File: src/rtl/game_tick_scheduler.sv
// rtl/game_tick_scheduler.sv - frame strobe and game-step req/ack scheduler for the snake core
// Optional feature macro: GAME_TICK_BOOST_EN adds i_boost, which halves (rounding up) the latched step period.
module game_tick_scheduler #(
   parameter int FRAME_DIV = 2320312,
   parameter int DIV_W     = 22,
   parameter int CNT_W     = 16
) (
   input  logic             i_clk_74M,
   input  logic             i_rst_n,
   input  logic             i_run,
   input  logic             i_pause,
   input  logic [3:0]       i_speed,
   input  logic             i_step_ack,
`ifdef GAME_TICK_BOOST_EN
   input  logic             i_boost,
`endif
   output logic             o_frame_tick,
   output logic             o_step_req,
   output logic             o_paused,
   output logic             o_overrun,
   output logic [CNT_W-1:0] o_step_cnt
);

   typedef enum logic [1:0] {IDLE, RUN, WAIT_ACK, PAUSED} state_t;

   localparam logic [DIV_W-1:0] FRAME_LAST = DIV_W'(FRAME_DIV - 1);

   state_t           state_q, state_d;
   logic [DIV_W-1:0] frame_cnt_q, frame_cnt_d;
   logic             frame_tick_q, frame_tick_d;
   logic [4:0]       step_div_q, step_div_d;
   logic [4:0]       period_q, period_d;
   logic             step_req_q, step_req_d;
   logic             paused_q, paused_d;
   logic             overrun_q, overrun_d;
   logic             pending_q, pending_d;
   logic [CNT_W-1:0] step_cnt_q, step_cnt_d;

   logic [4:0] base_period;
   logic [4:0] new_period;
   logic       active;
   logic       boundary;
   logic       ack;

   assign base_period = 5'd16 - {1'b0, i_speed};
`ifdef GAME_TICK_BOOST_EN
   assign new_period  = i_boost ? ((base_period + 5'd1) >> 1) : base_period;
`else
   assign new_period  = base_period;
`endif

   // frame_tick_q is high exactly while frame_cnt_q sits at FRAME_LAST
   assign active   = (state_q == RUN) || (state_q == WAIT_ACK);
   assign boundary = active && frame_tick_q && (step_div_q == period_q - 5'd1);
   assign ack      = i_step_ack && step_req_q;

   always_comb begin
      state_d      = state_q;
      frame_cnt_d  = (frame_cnt_q == FRAME_LAST) ? '0 : frame_cnt_q + DIV_W'(1);
      frame_tick_d = (frame_cnt_d == FRAME_LAST);
      step_div_d   = step_div_q;
      period_d     = period_q;
      step_req_d   = step_req_q;
      paused_d     = paused_q;
      overrun_d    = overrun_q;
      pending_d    = pending_q;
      step_cnt_d   = step_cnt_q;

      if (active && frame_tick_q) begin
         step_div_d = boundary ? 5'd0 : step_div_q + 5'd1;
      end
      if (boundary) begin
         period_d = new_period;
      end

      if (!i_run) begin
         state_d    = IDLE;
         step_req_d = 1'b0;
         paused_d   = 1'b0;
         pending_d  = 1'b0;
         step_div_d = 5'd0;
      end else begin
         case (state_q)
            IDLE: begin
               state_d    = RUN;
               step_cnt_d = '0;
               overrun_d  = 1'b0;
               period_d   = new_period;
               step_div_d = 5'd0;
            end
            RUN: begin
               if (boundary) begin
                  state_d    = WAIT_ACK;
                  step_req_d = 1'b1;
               end else if (i_pause) begin
                  state_d  = PAUSED;
                  paused_d = 1'b1;
               end
            end
            WAIT_ACK: begin
               if (ack) begin
                  step_cnt_d = step_cnt_q + CNT_W'(1);
                  // a simultaneous boundary re-arms the request instead of dropping it
                  if (!boundary) begin
                     step_req_d = 1'b0;
                     if (pending_q) begin
                        state_d   = PAUSED;
                        paused_d  = 1'b1;
                        pending_d = 1'b0;
                     end else begin
                        state_d = RUN;
                     end
                  end
               end else if (boundary) begin
                  overrun_d = 1'b1;
               end else if (i_pause) begin
                  pending_d = 1'b1;
               end
            end
            PAUSED: begin
               step_req_d = 1'b0;
               if (i_pause) begin
                  state_d  = RUN;
                  paused_d = 1'b0;
               end
            end
            default: state_d = IDLE;
         endcase
      end
   end

   always_ff @(posedge i_clk_74M) begin
      if (!i_rst_n) begin
         state_q      <= IDLE;
         frame_cnt_q  <= '0;
         frame_tick_q <= 1'b0;
         step_div_q   <= 5'd0;
         period_q     <= 5'd0;
         step_req_q   <= 1'b0;
         paused_q     <= 1'b0;
         overrun_q    <= 1'b0;
         pending_q    <= 1'b0;
         step_cnt_q   <= '0;
      end else begin
         state_q      <= state_d;
         frame_cnt_q  <= frame_cnt_d;
         frame_tick_q <= frame_tick_d;
         step_div_q   <= step_div_d;
         period_q     <= period_d;
         step_req_q   <= step_req_d;
         paused_q     <= paused_d;
         overrun_q    <= overrun_d;
         pending_q    <= pending_d;
         step_cnt_q   <= step_cnt_d;
      end
   end

   assign o_frame_tick = frame_tick_q;
   assign o_step_req   = step_req_q;
   assign o_paused     = paused_q;
   assign o_overrun    = overrun_q;
   assign o_step_cnt   = step_cnt_q;

endmodule

File: config.mk
export PLATFORM = sky130hd
export DESIGN_NAME = game_tick_scheduler
export DESIGN_NICKNAME = d
export VERILOG_FILES = /design/src/rtl/game_tick_scheduler.sv
export SDC_FILE = /design/constraint.sdc
export NUM_CORES = 1
export LEC_CHECK = 0
export CORE_MARGIN = 1
export CORE_UTILIZATION = 50
export DETAILED_ROUTE_END_ITERATION = 10
export GPL_TIMING_DRIVEN = 0
export PLACE_DENSITY = 0.7
export SYNTH_ARGS = -nofsm -noshare
export SYNTH_HDL_FRONTEND = slang
export SYNTH_SLANG_ARGS = --single-unit
File: constraint.sdc
create_clock -name i_clk_74M -period 5.23 [get_ports i_clk_74M]
set_input_delay 1.046 -clock i_clk_74M [delete_from_list [all_inputs] [get_ports i_clk_74M]]
set_output_delay 1.046 -clock i_clk_74M [all_outputs]
set_load 0.03 [all_outputs]
* Word-level counts from Yosys, hierarchy flattened
Cells that the tools add are included.
** Operators by class
- $add $sub $neg :: 5
- Equality and inequality tests :: 16
- Muxes and demuxes :: 28
- Bitwise operators :: 3
- Reductions and logical operators :: 16
** Operators by type and width (number)
- == test 22 bit (second input constant) :: 2
- case mux 16 bit (2 select lines) :: 1
- adder 22 x 1 -> 22 bit (second input constant) :: 1
- 2-to-1 mux 22 bit :: 1
- 2-to-1 mux 5 bit :: 4
- inequality test 2 bit (second input constant) :: 9
- adder 16 x 1 -> 16 bit (second input constant) :: 1
- 2-to-1 mux 16 bit :: 1
- 2-to-1 mux 2 bit :: 6
- AND reduction 4 bit :: 3
- 2-to-1 mux 1 bit :: 11
- case mux 2 bit (4 select lines) :: 1
- AND reduction 7 bit :: 1
- case mux 1 bit (3 select lines) :: 2
- AND reduction 3 bit :: 2
- adder 5 x 1 -> 5 bit (second input constant) :: 1
- == test 5 bit :: 1
- subtractor 5 x 1 -> 5 bit (second input constant) :: 1
- subtractor 5 x 4 -> 5 bit (first input constant) :: 1
- == test 2 bit (second input constant) :: 2
- nonzero test 2 bit :: 2
- logical AND 1 bit :: 3
- inequality test 3 bit (second input constant) :: 1
- NOT 1 bit :: 3
- 7 further kinds :: 7
** Storage, ports and cells
- Flip-flop bits (word level) :: 55
- Output and inout bits :: 20
- Logic and storage cells :: 78

* Depth between registers and ports, before layout
Gate-level depths: netlist of the first run.
- Depth after elaboration :: 7
- Mapped depth :: 9
- Mapped depth without buffers :: 8

* Worst setup path before layout of the first run
No wires, ideal clock.
- Path type :: input -> register
- From :: in i_step_ack
- To :: reg step_cnt_q[10], in the netlist o_step_cnt[10]
- Library setup time :: 0.128 ns
- Arrival :: 2.179 ns
- Data required time :: 5.102 ns
- Slack :: 2.924 ns
- Stages on the path :: 6
- Buffers on the path :: 0
- Cell sequence :: nand3_1 -> a211oi_1 -> and4_1 -> nand3_1 -> xor2_1 -> nor2_1
** On the way
- Cells in the longest elaborated chain, start to end :: 3
** RTL lines
- start: declaration :: line 13 : input logic i_step_ack,
- logical AND 1 bit :: line 55 : assign ack = i_step_ack && step_req_q;
- inequality test 2 bit (no line)
- AND reduction 3 bit (no line)
- end signal: assignment :: line 154 : step_cnt_q <= step_cnt_d;
- end: declaration :: line 37 : logic [CNT_W-1:0] step_cnt_q, step_cnt_d;
Every way passes these cells.
A chain may end at the register's enable or synchronous reset.

* Worst setup path after layout of the first run
- From :: in i_step_ack
- To :: reg step_cnt_q[15], in the netlist o_step_cnt[15]
The elaborated chain is that of the path after synthesis.

==> impl_metrics.env, run 1 <==
export IMPL_outcome="finished, final reports clean"
export IMPL_dp_slack_ns=2.121
export IMPL_power_density_nw_per_um2=244.2
export IMPL_avgSynthCellArea_um2=8.525
export IMPL_seq_area_frac_synth=0.3821
export IMPL_syn_num_nets=356
export IMPL_insertion_delay_ns=0.31
export IMPL_hold_slack_ns=0.4793
export IMPL_die_x_um=77.92
export IMPL_ys_warn_count=0
export IMPL_worstPathRequired_ns=5.47
export IMPL_netlist_area_um2=2882
export IMPL_cpMaxStageDelayCell="clkdlybuf4s50_1"
export IMPL_irDropWorstVdd_v=0.0001765
export IMPL_row_count=27
export IMPL_slew_violations=0
export IMPL_critPathMaxFanout=5
export IMPL_hpwl_mm=4.345
export IMPL_cts_tree="built"
export IMPL_wl_mm=5.812
export IMPL_grt_ovfl_total=0
export IMPL_synth_area_top_cells="dfxtp_1 (38%), xnor2_1 (7.0%), nor2_1 (6.0%)"
export IMPL_grt_pass1_wl_mm=10.27
export IMPL_grt_max_degree=18
export IMPL_rr_endpoint="o_frame_tick"
export IMPL_gr_usage_all_layers=0.2078
export IMPL_viasPerCell=5.460
export IMPL_ant_nets=0
export IMPL_drc=0
export IMPL_synth_simple_area_share=0.2909
export IMPL_htree_levels=2
export IMPL_ctsHoldBuffers=0
export IMPL_rrSetupSlack_ns=2.93
export IMPL_cap_violations=0
export IMPL_multiInputGateArea_um2=1685
export IMPL_clk_path_buf_depth=2
export IMPL_fillers=485
export IMPL_synth_compound_area_frac=0.1086
export IMPL_ios=29
export IMPL_fin_nets=391
export IMPL_syn2layout_area_growth_pct=17.59
export IMPL_cts_buffers=5
export IMPL_synth_main_ff_cell="dfxtp_1"
export IMPL_wl_per_cell_um=13.03
export IMPL_synth_seq_cells=55
export IMPL_cts_sinks=55
export IMPL_cp_arrival_ns=3.10
export IMPL_antenna_found_initial=0
export IMPL_ctsResizeCount=0
export IMPL_synth_xor_area_frac=0.1246
export IMPL_dieHeight_um=77.92
export IMPL_insertedDiodeCount=0
export IMPL_cts_root_buffer="clkbuf_8"
export IMPL_num_vias=2435
export IMPL_fmax_mhz=350.3
export IMPL_clkTransAtPathRegs_ns=0.10
export IMPL_power_leakage_uw=0.001192
export IMPL_setup_slack_ns=2.375
export IMPL_yosys_area_top_type="dfxtp_1"
export IMPL_endpoint_kind="register"
export IMPL_tns_ns=0
export IMPL_drt_pass1_iter_count=4
export IMPL_first_iter_violations=85
export IMPL_rsz0062_at_grt="no"
export IMPL_path_class="primary input to register"
export IMPL_synth_top_family_by_area="simple AND/OR/NAND/NOR gates"
export IMPL_tightest_slew_ns=0.6251
export IMPL_dieArea_um2=6071
export IMPL_hold_path_depth=1
export IMPL_synth_fa_ha_area_frac=0.03908
export IMPL_fin_crit_sh=0.5459
export IMPL_hold_path_end="frame_cnt_q[0]"
export IMPL_fin_worst_skew_ns=0.007221
export IMPL_start_kind="primary input"
export IMPL_gp_congestion=0.9085
export IMPL_synth_mux_area_frac=0.02171
export IMPL_cp_cell_sequence="clkdlybuf4s50_1 -> nand3_1 -> a211oi_1 -> nand3_1 -> or3_1 -> a21oi_1"
export IMPL_io_buffer_count=28
export IMPL_netlist_instances=338
export IMPL_grt_pass1_vias=2358
export IMPL_post_route_util=0.6116
export IMPL_synth_top_cell_area_share=0.3821
export IMPL_setup_viol=0
export IMPL_drive_above_1_share=0.06150
export IMPL_async_flop_share=0
export IMPL_initial_core_util=0.5201
export IMPL_min_path_type="register to register"
export IMPL_core_area_um2=5540
export IMPL_synthDistinctLibCells=53
export IMPL_slowest_delay_ns=0.56
export IMPL_slew_headroom=0.5818
export IMPL_fin_crit_ns=2.855
export IMPL_regArea_um2=1101
export IMPL_post_cts_buffers=0
export IMPL_synth_edf_count=0
export IMPL_crit_top_cell="nand3_1"
export IMPL_finalHoldViolCount=0
export IMPL_reg2reg_depth=8
export IMPL_hp_start="frame_cnt_q[0]"
export IMPL_rr_startpoint="frame_cnt_q[0]"
==> layer usage <==
metal	GRT usage	up-vias	routed length, µm	part of all wire
met3	0.04235	10	204	0.035
li1	-	1242	-	-
met1	0.2571	1138	2754	0.47
met4	0.07407	0	89	0.015
met5	0	-	0	0
met2	0.3566	45	2764	0.48
==> layout by cell type (no fill, tap or decap), types with 6 or more instances in the layout <==
cell,synthesis,final
ha_1,9,9
xor2_1,18,18
nor2_1,46,46
xnor2_1,23,23
o21ai_0,7,7
nand2_1,27,27
a21oi_1,7,7
inv_1,15,15
nand3_1,28,28
nand4_1,10,10
and3_1,7,7
nor3_1,6,6
and2_1,7,7
dfxtp_1,55,55
clkdlybuf4s50_1,0,28
==> worst max-delay path by stage <==
stage | slack (ns) | start | endpoint
finish | 2.37 | i_step_ack | o_step_cnt[15]
detailed placement | 2.12 | i_step_ack | o_step_cnt[15]
floorplan | 2.92 | i_step_ack | o_step_cnt[10]
global route | 2.22 | i_step_ack | o_step_cnt[15]
global placement | 2.14 | i_step_ack | o_step_cnt[15]
CTS | 2.41 | i_step_ack | o_step_cnt[15]
==> power by group <==
group          internal [µW]  switching (µW)  total, µW
Combinational           30.0            38.4       68.4
Sequential               425            6.04        431
Clock                    191             137        328
Total                    646             182        827
==> sequential cells by signal (all words and copies together) (netlist names) <==
signal and cells:
frame_cnt_q 22, o_frame_tick 1, o_overrun 1, o_paused 1, o_step_cnt 16, o_step_req 1, pending_q 1, period_q 5
state_q 2, step_div_q 5
==> synthesized netlist by cell type (2+ instances only) <==
cell and instances:
dfxtp_1 55, nor2_1 46, nand3_1 28, nand2_1 27
xnor2_1 23, xor2_1 18, inv_1 15, nand4_1 10
ha_1 9, a21oi_1 7, and2_1 7, and3_1 7
o21ai_0 7, nor3_1 6, a21boi_0 5, nand2b_1 5
or3_1 5, mux2i_1 4, nor2b_1 4, a211oi_1 3
a31oi_1 3, buf_4 3, clkbuf_1 3, nand4b_1 3
nor4b_1 3, and4_1 2, mux2_2 2, nor3b_1 2
o211ai_1 2
==> layout make-up <==
cell class	count	share of cell area
buffer	7	0.01145
multi-input combinational	261	0.4974
clock inverter	3	0.01994
clock buffer	5	0.02031
tap	72	0.02659
inverter	15	0.01662
sequential	55	0.3250
timing repair buffer	28	0.08272
==> kinds of logic after synthesis <==
| kind of cell | after synthesis |
|---|---|
| adder cells (fa/ha/maj) | 9 |
| flip-flops | 55 |
| buffers and inverters | 22 |
| XOR/XNOR | 41 |
| multiplexers | 6 |
| AND/OR/NAND/NOR | 163 |
| AO/OA/AOI/OAI | 42 |
==> worst max-delay path, delay by kind of cell <==
family                 cells  cell delay (ns)
buffers and inverters      1             0.56
AND/OR/NAND/NOR            3             0.84
AO/OA/AOI/OAI              2             0.65
==> metrics by stage <==
| step | cells | cell area [µm²] | total power [µW] |
|---|---|---|---|
| after detailed placement | 438 | 3252 | 508.5 |
| after CTS | 446 | 3388 | 838.0 |
| after global routing | 446 | 3388 | 866.2 |
| final | 446 | 3388 | 827.3 |
| after global placement | 438 | 3252 | 506.7 |
| after floorplan | 338 | 2882 | 486.1 |
Note: power is estimated with default switching activity, not from simulation.
==> run 2, diff against run 1 <==
==> constraint.sdc (replaced) <==
create_clock -name i_clk_74M -period 2.9 [get_ports i_clk_74M]
set_input_delay 0.58 -clock i_clk_74M [delete_from_list [all_inputs] [get_ports i_clk_74M]]
set_output_delay 0.58 -clock i_clk_74M [all_outputs]
set_load 0.03 [all_outputs]
==> results of run 2 <==
Same layout as run 1 (identical final DEF). Status: finished, final reports clean.
Among the figures that moved: setup slack after placement 2.121 ns -> 0.2567 ns; setup slack after layout 2.375 ns -> 0.5110 ns; register-to-register setup slack 2.93 ns -> 0.60 ns; total power 827.3 µW -> 1492 µW; worst IR drop on VDD 0.0001765 V -> 0.0003184 V
